[config.mk]
export PLATFORM = sky130hd
export DESIGN_NAME = lane_read_training_ctrl
export DESIGN_NICKNAME = d
export VERILOG_FILES = /design/src/rtl/ddr_phy_train_pkg.sv /design/src/rtl/lane_train_timer.sv /design/src/rtl/lane_read_training_ctrl.sv
export SDC_FILE = /design/constraint.sdc
export NUM_CORES = 1
export LEC_CHECK = 0
export ABC_AREA = 0
export CAP_MARGIN = 20
export CORE_MARGIN = 2
export CORE_UTILIZATION = 51
export DETAILED_ROUTE_END_ITERATION = 7
export PLACE_DENSITY = 0.82
export SETUP_SLACK_MARGIN = 0.05
export SLEW_MARGIN = 10
export SYNTH_ARGS = -nofsm -noshare
export SYNTH_HDL_FRONTEND = slang
export SYNTH_SLANG_ARGS = --single-unit
export TNS_END_PERCENT = 1
[constraint.sdc]
create_clock -name FAB_CLK -period 3.2 [get_ports FAB_CLK]
set_input_delay 0.64 -clock FAB_CLK [delete_from_list [all_inputs] [get_ports FAB_CLK]]
set_output_delay 0.64 -clock FAB_CLK [all_outputs]
set_load 0.05 [all_outputs]
[src/rtl/ddr_phy_train_pkg.sv]
// Shared types and constants for the DDR3 PHY lane read-training sequencer.
package ddr_phy_train_pkg;

  typedef enum logic [3:0] {
    StIdle,
    StLoad,
    StSettle,
    StClear,
    StSample,
    StEval,
    StStep,
    StCheck,
    StCenter,
    StDone,
    StFail
  } train_state_e;

  localparam logic [1:0] ERR_NONE   = 2'd0;
  localparam logic [1:0] ERR_NO_EYE = 2'd1;
  localparam logic [1:0] ERR_NARROW = 2'd2;

  // Width of every strobe sent to the IOD, in FAB_CLK cycles.
  localparam int unsigned PULSE_W = 1;

  localparam int unsigned TMR_W = 8;

endpackage

[src/rtl/lane_train_timer.sv]
// Loadable down-counter; tc_o is high once the loaded count has run out.
module lane_train_timer #(
  parameter int unsigned Width = 8
) (
  input  logic             clk_i,
  input  logic             rst_i,
  input  logic             load_i,
  input  logic [Width-1:0] load_val_i,
  output logic             tc_o
);

  logic [Width-1:0] cnt_q;

  always_ff @(posedge clk_i) begin
    if (rst_i) begin
      cnt_q <= '0;
    end else if (load_i) begin
      cnt_q <= load_val_i;
    end else if (cnt_q != '0) begin
      cnt_q <= cnt_q - 1'b1;
    end
  end

  assign tc_o = (cnt_q == '0);

endmodule

[src/rtl/lane_read_training_ctrl.sv]
// Per-lane read delay training: sweep taps upward, find the passing eye and park at its centre.
module lane_read_training_ctrl
  import ddr_phy_train_pkg::*;
#(
  parameter int unsigned TAP_W      = 7,
  parameter int unsigned MAX_TAPS   = 128,
  parameter int unsigned SETTLE_CYC = 4,
  parameter int unsigned SAMPLE_CYC = 16,
  parameter int unsigned MIN_EYE    = 4
) (
  input  logic             FAB_CLK,
  input  logic             SYNC_RST,
  input  logic             TRAIN_START,
  input  logic             EYE_MONITOR_EARLY,
  input  logic             EYE_MONITOR_LATE,
  input  logic             DELAY_LINE_OUT_OF_RANGE,
  output logic             DELAY_LINE_MOVE,
  output logic             DELAY_LINE_DIRECTION,
  output logic             DELAY_LINE_LOAD,
  output logic             EYE_MONITOR_CLEAR_FLAGS,
  output logic             BUSY,
  output logic             TRAIN_DONE,
  output logic             TRAIN_ERR,
  output logic [1:0]       ERR_CODE,
  output logic [TAP_W-1:0] EYE_START,
  output logic [TAP_W-1:0] EYE_END,
  output logic [TAP_W-1:0] TAP_VAL
);

  localparam logic [TAP_W-1:0] LastTap  = TAP_W'(MAX_TAPS - 1);
  localparam logic [TAP_W:0]   MinEye   = (TAP_W + 1)'(MIN_EYE);
  localparam logic [TMR_W-1:0] SettleLd = TMR_W'(SETTLE_CYC - 1);
  localparam logic [TMR_W-1:0] SampleLd = TMR_W'(SAMPLE_CYC - 1);

  train_state_e     state_q;
  logic [TAP_W-1:0] tap_q, eye_start_q, eye_end_q;
  logic [TAP_W:0]   target_q;
  logic             found_q, miss_q, wait_q;
  logic             busy_q, done_q, err_q;
  logic [1:0]       err_code_q;
  logic             move_q, dir_q, load_q, clr_q;

  logic             tmr_load, tmr_tc;
  logic [TMR_W-1:0] tmr_val;
  logic             pass, center_move;
  logic [TAP_W:0]   eye_sum, eye_width;

  assign pass        = ~miss_q;
  assign eye_sum     = {1'b0, eye_start_q} + {1'b0, eye_end_q};
  assign eye_width   = {1'b0, eye_end_q} - {1'b0, eye_start_q} + {{TAP_W{1'b0}}, 1'b1};
  assign center_move = (state_q == StCenter) && !wait_q && ({1'b0, tap_q} > target_q);

  // Every MOVE/LOAD is followed by a settle wait; CLEAR opens the sample window.
  always_comb begin
    tmr_load = 1'b0;
    tmr_val  = SettleLd;
    if ((state_q == StLoad) || (state_q == StStep) || center_move) begin
      tmr_load = 1'b1;
    end else if (state_q == StClear) begin
      tmr_load = 1'b1;
      tmr_val  = SampleLd;
    end
  end

  lane_train_timer #(
    .Width(TMR_W)
  ) u_timer (
    .clk_i     (FAB_CLK),
    .rst_i     (SYNC_RST),
    .load_i    (tmr_load),
    .load_val_i(tmr_val),
    .tc_o      (tmr_tc)
  );

  always_ff @(posedge FAB_CLK) begin
    if (SYNC_RST) begin
      state_q     <= StIdle;
      tap_q       <= '0;
      eye_start_q <= '0;
      eye_end_q   <= '0;
      target_q    <= '0;
      found_q     <= 1'b0;
      miss_q      <= 1'b0;
      wait_q      <= 1'b0;
      busy_q      <= 1'b0;
      done_q      <= 1'b0;
      err_q       <= 1'b0;
      err_code_q  <= ERR_NONE;
      move_q      <= 1'b0;
      dir_q       <= 1'b0;
      load_q      <= 1'b0;
      clr_q       <= 1'b0;
    end else begin
      move_q <= 1'b0;
      load_q <= 1'b0;
      clr_q  <= 1'b0;
      unique case (state_q)
        StIdle: begin
          if (TRAIN_START) begin
            state_q     <= StLoad;
            busy_q      <= 1'b1;
            done_q      <= 1'b0;
            err_q       <= 1'b0;
            err_code_q  <= ERR_NONE;
            found_q     <= 1'b0;
            eye_start_q <= '0;
            eye_end_q   <= '0;
            load_q      <= 1'b1;
          end
        end
        StLoad: begin
          tap_q   <= '0;
          state_q <= StSettle;
        end
        StSettle: begin
          if (tmr_tc) begin
            state_q <= StClear;
            clr_q   <= 1'b1;
          end
        end
        StClear: begin
          miss_q  <= 1'b0;
          state_q <= StSample;
        end
        StSample: begin
          miss_q <= miss_q | EYE_MONITOR_EARLY | EYE_MONITOR_LATE;
          if (tmr_tc) state_q <= StEval;
        end
        StEval: begin
          if (pass) begin
            if (!found_q) eye_start_q <= tap_q;
            found_q   <= 1'b1;
            eye_end_q <= tap_q;
          end
          if ((!pass && found_q) || DELAY_LINE_OUT_OF_RANGE || (tap_q == LastTap)) begin
            state_q <= StCheck;
          end else begin
            state_q <= StStep;
            move_q  <= 1'b1;
            dir_q   <= 1'b1;
          end
        end
        StStep: begin
          tap_q   <= tap_q + 1'b1;
          state_q <= StSettle;
        end
        StCheck: begin
          if (!found_q) begin
            err_code_q <= ERR_NO_EYE;
            state_q    <= StFail;
          end else if (eye_width < MinEye) begin
            err_code_q <= ERR_NARROW;
            state_q    <= StFail;
          end else begin
            target_q <= eye_sum >> 1;
            wait_q   <= 1'b0;
            state_q  <= StCenter;
          end
        end
        StCenter: begin
          if (wait_q) begin
            if (tmr_tc) wait_q <= 1'b0;
          end else if (center_move) begin
            move_q <= 1'b1;
            dir_q  <= 1'b0;
            tap_q  <= tap_q - 1'b1;
            wait_q <= 1'b1;
          end else begin
            state_q <= StDone;
          end
        end
        StDone: begin
          done_q  <= 1'b1;
          busy_q  <= 1'b0;
          state_q <= StIdle;
        end
        StFail: begin
          err_q   <= 1'b1;
          busy_q  <= 1'b0;
          state_q <= StIdle;
        end
        default: state_q <= StIdle;
      endcase
    end
  end

  assign DELAY_LINE_MOVE         = move_q;
  assign DELAY_LINE_DIRECTION    = dir_q;
  assign DELAY_LINE_LOAD         = load_q;
  assign EYE_MONITOR_CLEAR_FLAGS = clr_q;
  assign BUSY                    = busy_q;
  assign TRAIN_DONE              = done_q;
  assign TRAIN_ERR               = err_q;
  assign ERR_CODE                = err_code_q;
  assign EYE_START               = eye_start_q;
  assign EYE_END                 = eye_end_q;
  assign TAP_VAL                 = tap_q;

endmodule

==> impl_metrics.tcl <==
set metrics [dict create \
    use_met3 0.04621 \
    yosys_warnings 0 \
    clock_latency_ns 0.31 \
    cts_tree "yes" \
    num_rows 29 \
    hold_viol_final 0 \
    hpwl_um 5756 \
    use_met2 0.3550 \
    netlist_instances 378 \
    synth.avg_cell_area_um2 8.808 \
    dieArea_um2 7191 \
    setup_violations 0 \
    syn_nets 418 \
    end_kind "register" \
    status "completed" \
    avgRoutedWirePerCell_um 15.53 \
    die_y_um 84.80 \
    routed_wl_um 7642 \
    antenna_found_initial 0 \
    drive_above_1_share 0.08434 \
    synth_area_leader_cell "dfxtp_1" \
    leakage_nw 1.571 \
    power.total_w 0.001818 \
    setup_tns_ns 0 \
    grt_use_met1 0.2848 \
    grt_use_total 0.2170 \
    ant_nets 0 \
    final_max_slew_viol_count 0 \
    place_area_um2 3800 \
    synth_ff_type "dfxtp_1" \
    hp-class "register to register" \
    cts.htree.levels 2 \
    synth_seq_cells 52 \
    drt_iter0_markers 136 \
    worst-setup-path-type "register to register" \
    fin_cells 492 \
    core-area_um2 6350 \
    grt_max_degree 26 \
    synth.cell_area_um2 3329 \
    dp_cells 484 \
    worstMarginPinSlew_ns 0.6559 \
    final_cell_mix "50 x dfxtp_1, 46 x nor2_1, 35 x clkdlybuf4s50_1" \
    first_pass_iters 4 \
    finalCriticalPeriod_ns 3.011 \
    synth-seq-area-share 0.3127 \
    cts_buffers 5 \
    synth_top_cell_area_share 0.3127 \
    n_antenna_cell 0 \
    drv_cap 0 \
    maxSlewHeadroom 0.5619 \
    hold_buffers 0 \
    post_cts_buffers 0 \
    ir_worst_vdd_v 0.0004445 \
    post-route-drc-count 0 \
    area_delta_synth_final_pct 17.06 \
    grt_pass1_vias 2828 \
    grt-busiest-layer "met2" \
    gp_congestion 0.8293 \
    cts.clk_slew.worst_paths_ns 0.10 \
    clock_skew_ns 0.008546 \
    path_cells "inv_1 -> ha_4 -> or3b_2 -> fa_1 -> and2b_1 -> o221ai_1 -> a21oi_2 -> xor2_2 -> a21o_2 -> buf_4 -> a211oi_1" \
    required_ns 3.43 \
    ys_types 65 \
    finalInstanceArea_um2 3897 \
    whs_ns 0.4871 \
    start_kind "register" \
    io_pins 36 \
    p_per_area_nw_per_um2 466.5 \
    worst_path_max_delay_cell "or3b_2" \
    final_nets 454 \
    synth_area_leaders "dfxtp_1 31%, ha_1 12%, mux2i_1 5.4%, nor2_1 5.2%, a21oi_1 3.5%" \
    layout_commonest_cell "dfxtp_1" \
    synthArstFlopShare 0 \
    via_count 2905 \
    rsz0062_at_grt "no" \
    cts_resized 0 \
    cp_max_fo 5 \
    period_share 0.9409 \
    fmax_mhz 332.1 \
    grt_overflow 0 \
    start_util 0.5243 \
    slowest_delay_ns 0.45 \
    arrival_ns 3.24 \
    synth_edf_count 0 \
    grt_pass1_wl_um 12830 \
    clkSinkCount 52 \
    clockBufferDepth 2 \
    viasPerCell 5.904 \
    io_buffers 35 \
    die_w_um 84.80 \
    cts_root_buffer "clkbuf_8" \
]
per-layer routing:
metal,up-vias,routed length [um]
met5,-,0
met4,0,143
met3,16,398
met2,82,3588
met1,1376,3511
li1,1431,-
worst max-delay path: cells and delay by family, from the launching register on:
family	cells	cell delay, ns
buf+inv	2	0.29
compound gates	4	0.83
flops	1	0.36
simple gates	2	0.69
xor+xnor	1	0.10
fa+ha+maj	2	0.65
power breakdown:
part	switching, W	internal, W
Clock	0.000227	0.000177
Combinational	0.000410	0.000250
Sequential	0.0000488	0.000705
Total	0.000686	0.00113
kinds of logic after synthesis:
| family | Yosys count | share of synthesized area |
|---|---|---|
| buf+inv | 40 | 0.04773 |
| flops | 52 | 0.3127 |
| compound gates | 90 | 0.1988 |
| xor+xnor | 17 | 0.04472 |
| mux | 22 | 0.07102 |
| fa+ha+maj | 34 | 0.1345 |
| simple gates | 123 | 0.1905 |
final cells by class:
type / instances / area, um^2
Timing Repair Buffer: 42 / 402.9
Clock buffer: 6 / 82.58
Tap cell: 77 / 96.34
Sequential cell: 52 / 1046
Inverter: 27 / 101.3
Fill cell: 515 / 2452
Clock inverter: 2 / 13.76
Multi-Input combinational cell: 286 / 2155
through the flow:
step                        util  worst slack (ns)
after floorplan                -            0.1018
after global placement    0.5984            0.2401
after detailed placement  0.5984            0.1450
after CTS                 0.6136            0.1265
after global routing      0.6138           0.05640
final                     0.6138            0.1893
path summary, 6_finish.rpt:
path,from,cells after the start,end,slack (ns)
setup / recovery,EYE_END[1],11,target_q[1],0.19
hold / removal,BUSY,2,BUSY,0.49
setup reg to reg,EYE_END[1],11,target_q[1],0.19
hold reg to reg,BUSY,2,BUSY,0.49
cell usage after synthesis (all sizes together), types with 3 or more instances:
master	instances
dfxtp	52
nor2	48
ha	31
inv	27
a21oi	23
mux2i	18
nor3	14
a211oi	13
nand2	13
clkbuf	11
o21ai	11
xor2	9
nand3	8
xnor2	8
a21o	7
and3	7
nor2b	7
nand2b	5
o2bb2ai	5
mux2	4
nand4	4
o31ai	4
a2111oi	3
fa	3
nand3b	3
o21bai	3
o41ai	3
sequential cells by signal, indices dropped and copies added, names as in the netlist:
register / flops
BUSY: 1
DELAY_LINE_DIRECTION: 1
DELAY_LINE_LOAD: 1
DELAY_LINE_MOVE: 1
ERR_CODE: 2
EYE_END: 7
EYE_MONITOR_CLEAR_FLAGS: 1
EYE_START: 7
TAP_VAL: 7
TRAIN_DONE: 1
TRAIN_ERR: 1
found_q: 1
miss_q: 1
state_q: 4
target_q: 7
u_timer.cnt_q: 8
wait_q: 1
No activity file was read; power rests on OpenSTA's default activity.
